[src/rtl/btn_pkg.sv]
// Shared board package for push-button handling: FSM state encoding,
// default timing constants and a counter-width helper.
package btn_pkg;

   // Debounce FSM states
   typedef enum logic [1:0] {
      ST_IDLE         = 2'd0,
      ST_PRESS_WAIT   = 2'd1,
      ST_HELD         = 2'd2,
      ST_RELEASE_WAIT = 2'd3
   } btn_state_e;

   // Default timing for a 100 MHz board clock with a 1 ms sample tick
   localparam int unsigned DEF_TICK_DIV            = 100_000;
   localparam int unsigned DEF_DEBOUNCE_TICKS      = 20;
   localparam int unsigned DEF_REPEAT_DELAY_TICKS  = 500;
   localparam int unsigned DEF_REPEAT_PERIOD_TICKS = 100;

   // Bits needed to hold values 0..maxval (never less than one bit)
   function automatic int unsigned cnt_width(input int unsigned maxval);
      return (maxval < 2) ? 1 : $clog2(maxval + 1);
   endfunction

endpackage

[src/rtl/tick_gen.sv]
// Free-running divider producing a one-cycle clock-enable every DIV cycles.
// Used in place of derived clocks so everything stays on CLK100MHZ.
module tick_gen
   import btn_pkg::*;
#(
   parameter int unsigned DIV = DEF_TICK_DIV
) (
   input  logic CLK100MHZ,
   input  logic CPU_RESETN,
   output logic tick
);

   localparam int unsigned CW   = (DIV > 1) ? $clog2(DIV) : 1;
   localparam logic [CW-1:0] LAST = CW'(DIV - 1);

   logic [CW-1:0] cnt_q;
   logic [CW-1:0] cnt_d;

   // Next count: 0..DIV-1 then wrap
   always_comb begin
      cnt_d = (cnt_q == LAST) ? '0 : cnt_q + 1'b1;
   end

   // Count register, cleared by the board reset
   always_ff @(posedge CLK100MHZ or negedge CPU_RESETN) begin
      if (!CPU_RESETN) cnt_q <= '0;
      else             cnt_q <= cnt_d;
   end

   assign tick = (cnt_q == LAST);

endmodule

[src/rtl/button_debounce_pulse.sv]
// Push-button conditioner: synchronizes the raw button, debounces it on a
// slow sample tick and emits single-cycle press/release pulses plus an
// optional auto-repeat. press_pulse is intended as a clock-enable for
// downstream counters in the CLK100MHZ domain.
module button_debounce_pulse
   import btn_pkg::*;
#(
   parameter int unsigned TICK_DIV            = DEF_TICK_DIV,
   parameter int unsigned DEBOUNCE_TICKS      = DEF_DEBOUNCE_TICKS,
   parameter int unsigned REPEAT_DELAY_TICKS  = DEF_REPEAT_DELAY_TICKS,
   parameter int unsigned REPEAT_PERIOD_TICKS = DEF_REPEAT_PERIOD_TICKS
) (
   input  logic CLK100MHZ,
   input  logic CPU_RESETN,
   input  logic button_in,
   input  logic repeat_en,
   output logic press_pulse,
   output logic release_pulse,
   output logic button_level
);

   localparam int unsigned DW = cnt_width(DEBOUNCE_TICKS);
   localparam int unsigned RW = cnt_width(REPEAT_DELAY_TICKS);
   localparam int unsigned PW = cnt_width(REPEAT_PERIOD_TICKS);

   localparam logic [DW-1:0] DEB_MAX = DW'(DEBOUNCE_TICKS);
   localparam logic [RW-1:0] REP_MAX = RW'(REPEAT_DELAY_TICKS);
   localparam logic [PW-1:0] PER_MAX = PW'(REPEAT_PERIOD_TICKS);
   // A single agreeing sample is enough: skip the wait states entirely
   localparam bit DEB_ONE = (DEBOUNCE_TICKS <= 1);

   logic          tick;
   logic          sync1_q, sync2_q;
   btn_state_e    state_q, state_d;
   logic [DW-1:0] deb_q, deb_d, deb_inc;
   logic [RW-1:0] rep_q, rep_d, rep_inc;
   logic [PW-1:0] per_q, per_d, per_inc;
   logic          press_q, press_d;
   logic          release_q, release_d;
   logic          level_q, level_d;
   logic          accept, fire;

   tick_gen #(
      .DIV(TICK_DIV)
   ) u_tick_gen (
      .CLK100MHZ (CLK100MHZ),
      .CPU_RESETN(CPU_RESETN),
      .tick      (tick)
   );

   assign deb_inc = deb_q + 1'b1;
   assign rep_inc = rep_q + 1'b1;
   assign per_inc = per_q + 1'b1;

   // Two-flop synchronizer for the asynchronous button level
   always_ff @(posedge CLK100MHZ or negedge CPU_RESETN) begin
      if (!CPU_RESETN) begin
         sync1_q <= 1'b0;
         sync2_q <= 1'b0;
      end else begin
         sync1_q <= button_in;
         sync2_q <= sync1_q;
      end
   end

   // Next-state logic: the FSM only looks at the button on tick cycles
   always_comb begin
      state_d   = state_q;
      deb_d     = deb_q;
      rep_d     = rep_q;
      per_d     = per_q;
      press_d   = 1'b0;
      release_d = 1'b0;
      level_d   = level_q;
      accept    = 1'b0;
      fire      = 1'b0;
      if (tick) begin
         case (state_q)
            ST_IDLE: begin
               if (sync2_q) begin
                  if (DEB_ONE) begin
                     accept = 1'b1;
                  end else begin
                     state_d = ST_PRESS_WAIT;
                     deb_d   = DW'(1);
                  end
               end
            end
            ST_PRESS_WAIT: begin
               if (sync2_q) begin
                  if (deb_inc >= DEB_MAX) accept = 1'b1;
                  else                    deb_d  = deb_inc;
               end else begin
                  state_d = ST_IDLE;
                  deb_d   = '0;
               end
            end
            ST_HELD: begin
               if (!sync2_q) begin
                  if (DEB_ONE) begin
                     state_d   = ST_IDLE;
                     level_d   = 1'b0;
                     release_d = 1'b1;
                  end else begin
                     state_d = ST_RELEASE_WAIT;
                     deb_d   = DW'(1);
                  end
               end else if (rep_q != REP_MAX) begin
                  // Initial delay: counter saturates at the delay value
                  rep_d = rep_inc;
                  fire  = (rep_inc == REP_MAX);
               end else if (per_inc >= PER_MAX) begin
                  // Past the delay, a phase counter spaces the repeats
                  per_d = '0;
                  fire  = 1'b1;
               end else begin
                  per_d = per_inc;
               end
            end
            ST_RELEASE_WAIT: begin
               // Repeat counters hold here so a short dropout is seamless
               if (!sync2_q) begin
                  if (deb_inc >= DEB_MAX) begin
                     state_d   = ST_IDLE;
                     deb_d     = '0;
                     level_d   = 1'b0;
                     release_d = 1'b1;
                  end else begin
                     deb_d = deb_inc;
                  end
               end else begin
                  state_d = ST_HELD;
                  deb_d   = '0;
               end
            end
            default: state_d = ST_IDLE;
         endcase
      end
      if (accept) begin
         state_d = ST_HELD;
         deb_d   = '0;
         rep_d   = '0;
         per_d   = '0;
         press_d = 1'b1;
         level_d = 1'b1;
      end
      if (fire && repeat_en) press_d = 1'b1;
   end

   // State, counters and registered outputs; reset truncates any pulse
   always_ff @(posedge CLK100MHZ or negedge CPU_RESETN) begin
      if (!CPU_RESETN) begin
         state_q   <= ST_IDLE;
         deb_q     <= '0;
         rep_q     <= '0;
         per_q     <= '0;
         press_q   <= 1'b0;
         release_q <= 1'b0;
         level_q   <= 1'b0;
      end else begin
         state_q   <= state_d;
         deb_q     <= deb_d;
         rep_q     <= rep_d;
         per_q     <= per_d;
         press_q   <= press_d;
         release_q <= release_d;
         level_q   <= level_d;
      end
   end

   assign press_pulse   = press_q;
   assign release_pulse = release_q;
   assign button_level  = level_q;

endmodule

[config.mk]
export PLATFORM = sky130hd
export DESIGN_NAME = button_debounce_pulse
export DESIGN_NICKNAME = d
export VERILOG_FILES = /design/src/rtl/btn_pkg.sv /design/src/rtl/tick_gen.sv /design/src/rtl/button_debounce_pulse.sv
export SDC_FILE = /design/constraint.sdc
export NUM_CORES = 1
export LEC_CHECK = 0
export ABC_CLOCK_PERIOD_IN_PS = 3300
export BUFFER_PORTS_ARGS = -buffer_cell sky130_fd_sc_hd__buf_4
export CORE_MARGIN = 4
export CORE_UTILIZATION = 64
export CTS_BUF_LIST = sky130_fd_sc_hd__clkbuf_8
export DETAILED_ROUTE_END_ITERATION = 12
export GPL_TIMING_DRIVEN = 0
export PLACE_DENSITY = 0.94
export SYNTH_ARGS = -nofsm -noshare
export SYNTH_HDL_FRONTEND = slang
export SYNTH_SLANG_ARGS = --single-unit
[constraint.sdc]
create_clock -name CLK100MHZ -period 3.3 [get_ports CLK100MHZ]
set_input_delay 0.825 -clock CLK100MHZ [delete_from_list [all_inputs] [get_ports CLK100MHZ]]
set_output_delay 0.825 -clock CLK100MHZ [all_outputs]
set_load 0.005 [all_outputs]
==> impl_results.md <==
* Largest net degree at the start of global routing at 46
* Avg Cell Area, Syn at 9.55 µm²
* Synth top area share at 0.461
* Final setup viols at 0
* Async set or reset register ratio after synthesis at 1.00
* Fmax achieved at 358 MHz
* Setup crit end: rep_q[5]
* CTS H-tree lvls at 2
* Pleak at 1.20 nW
* DRC Markers at 0
* CTS Buf Count at 5
* Final Wtd Congestion at 0.820
* Post-synth EDFFs at 0
* Clk_skew at 7.34 ps
* Total global routing overflow at 0
* # rows at 22
* I/O Pins at 7
* Vias in the first global route at 1762
* Post-DP HPWL at 3100 µm
* Tightest Pin Transition at 789 ps
* DR pass1 iterations at 5
* Post-route antenna net violation count at 0
* Area grow syn2layout at 7.57%
* Critical path startpoint category: register
* Top FF cell, synth: dfrtp_1
* Min Tclk post-route at 2790 ps
* Clock sinks at 45
* Hold Path Class: register to register
* Mapped Area at 2440 µm²
* Port bufs at 6
* CTS tree: yes
* Met1 track demand over resource at 0.250
* Via density at 6.01
* Worst-skew pair later-pin latency at 310 ps
* Net count, final at 280
* Met2 Use GR at 0.320
* Hold buffers post-CTS at 0
* Die W at 69.8 µm
* Reg2reg end: rep_q[5]
* Post_cts resized at 0
* Core area at 3690 µm²
* Synth Area in Simple Gates at 0.272
* Die ar. at 4870 µm²
* Hold_ws at 356 ps
* Total Power at 0.000895 W
* Cell variety after synth at 46
* Die Span Y at 69.8 µm
* Syn_nets at 267
* RSZ-0062 raised after global routing: no
* GRT busiest layer: met2
* CP Class: register to register
* Synth area leader: dfrtp_1
* RR Startpoint: u_tick_gen.cnt_q[11]
* Critical Path RT at 3550 ps
* Setup slack, reg-to-reg at 510 ps
* Seq cells post-synth at 45
* First-pass GRT wire length at 7830 µm
* DR vias at 1910
* Worst vdd ir at 0.300 mV
* Slew headroom at 0.469
* Wirelength, routed at 4570 µm
* Synthesized instance count at 256
* Post-synthesis sequential area ratio at 0.461
* Antenna cell count at 0
* Layout cells sized above 1 at 0.0704
* Worst reg-to-reg path cell count at 5
* Antenna violations before repair at 0
* Synth top area cells: dfrtp_1 46%, o21ai_0 4.7%, nand2_1 4.0%
* Arrival @ worst endpoint at 3040 ps
* DR iter-0 viols at 120
* Synth Area in Compound Gates at 0.145
* Clock buffer depth at 2
* Met3 Track Usage GR at 0.0536
* Crit-path max FO at 9
* Cell Pwr Density at 340 nW/µm²
* Worst Setup SP: u_tick_gen.cnt_q[11]
* Post-Synth XOR/XNOR Area at 0.0609
* Status: completed
* Fin crit share at 0.846
* Largest family of logic cells by synthesized area: simple AND/OR/NAND/NOR gates
* Slew Limit Fails at 0
* Initial Utilization at 0.663
* Wire per inst at 14.4 µm
* Tot GR Track Use at 0.196
* Setup TNS at 0 ps
* Synth warn at 0
* CTS clk-pin slew, worst paths at 80 ps
* Adder-Cell Fraction of Synth Area at 0.0358
* Mux share of post-synthesis cell area at 0.00461
* Post-CTS Setup Repair Bufs at 0
* Max_cap viols at 0
* Final Hold Vio Count at 0
* CTS root buf: clkbuf_8
* Crit end category: register
-- final cells by class --
class / count / area [µm²]
buffer: 4 / 22.5
clock buffer: 5 / 68.8
clock inverter: 3 / 11.3
fill: 268 / 1060
inverter: 8 / 30.0
multi-input combinational: 199 / 1270
sequential: 45 / 1130
tap: 48 / 60.1
timing repair buffer: 6 / 45.0
-- cells in the mapped netlist, types with 2 or more instances --
cell type   n
dfrtp_1    45
nand2_1    26
nor2_1     23
o21ai_0    23
nand3_1    17
and3_1     11
xor2_1     10
inv_1       8
ha_1        7
xnor2_1     7
nand2b_1    6
nand4_1     6
o31ai_1     5
a21o_1      4
a21oi_1     4
nand4b_1    4
nor2b_1     4
nor3_1      4
a22o_1      3
and2_1      3
clkbuf_1    3
o21a_1      3
a22oi_1     2
a31oi_1     2
and3b_1     2
nand3b_1    2
or2_2       2
or3_1       2
-- metal layers --
layer	up-vias	wire length [µm]
met2	34	2180
met3	6	209
met5	-	0
li1	939	-
met1	931	2120
met4	0	56
-- how the worst min path moves through the flow --
stage	from	endpoint	slack, ps	cells after the start
finish	sync1_q	sync2_q	360	0
floorplan	sync1_q	sync2_q	330	0
CTS	sync1_q	sync2_q	360	0
global route	sync1_q	sync2_q	360	0
detailed placement	sync1_q	sync2_q	340	0
global placement	sync1_q	sync2_q	340	0
-- cells by family (layout without fill, tap and decap cells) --
family                   count (synthesis)  after routing
XOR/XNOR                                17             17
flip-flops                              45             45
multiplexers                             1              1
adder cells (fa/ha/maj)                  7              7
AND/OR/NAND/NOR                        121            121
buffers and inverters                   12             26
AO/OA/AOI/OAI                           53             53
-- per-stage QoR --
step | util | area [µm²] | std cells | setup slack, ps
after floorplan | - | 2440 | 256 | 984
after global placement | 0.691 | 2550 | 310 | 726
after detailed placement | 0.691 | 2550 | 310 | 608
after CTS | 0.713 | 2630 | 318 | 558
after global routing | 0.713 | 2630 | 318 | 388
final | 0.713 | 2630 | 318 | 509
-- power breakdown --
part           leakage [nW]  internal, W  switching, W
Combinational         0.536   0.00000333     0.0000130
Clock                0.0519     0.000141      0.000185
Sequential            0.610     0.000552   0.000000257
Total                  1.20     0.000697      0.000198
-- state kept, by name, summed over array words and instances (netlist names) --
name,cells
button_level,1
deb_q,5
per_q,7
press_pulse,1
release_pulse,1
rep_q,9
state_q,2
sync1_q,1
sync2_q,1
u_tick_gen.cnt_q,17
-- critical path, stage by stage (launching register included) --
cell and delay [ps]:
dfrtp_1 410, or4_4 580, nor4_1 720, nand4b_1 450, or3b_1 490, nand2_1 80
-- placed cells by master, fill, tap and decap left out, types with 2 or more instances in the layout --
master    count
a21o_1        4
a21oi_1       4
a22o_1        3
a22oi_1       2
a31oi_1       2
and2_1        3
and3_1       11
and3b_1       2
buf_4         6
clkbuf_1      3
clkbuf_8      5
dfrtp_1      45
ha_1          7
inv_1        11
nand2_1      26
nand2b_1      6
nand3_1      17
nand3b_1      2
nand4_1       6
nand4b_1      4
nor2_1       23
nor2b_1       4
nor3_1        4
o21a_1        3
o21ai_0      23
o31ai_1       5
or2_2         2
or3_1         2
xnor2_1       7
xor2_1       10
Power figures use the tool's default switching activity.
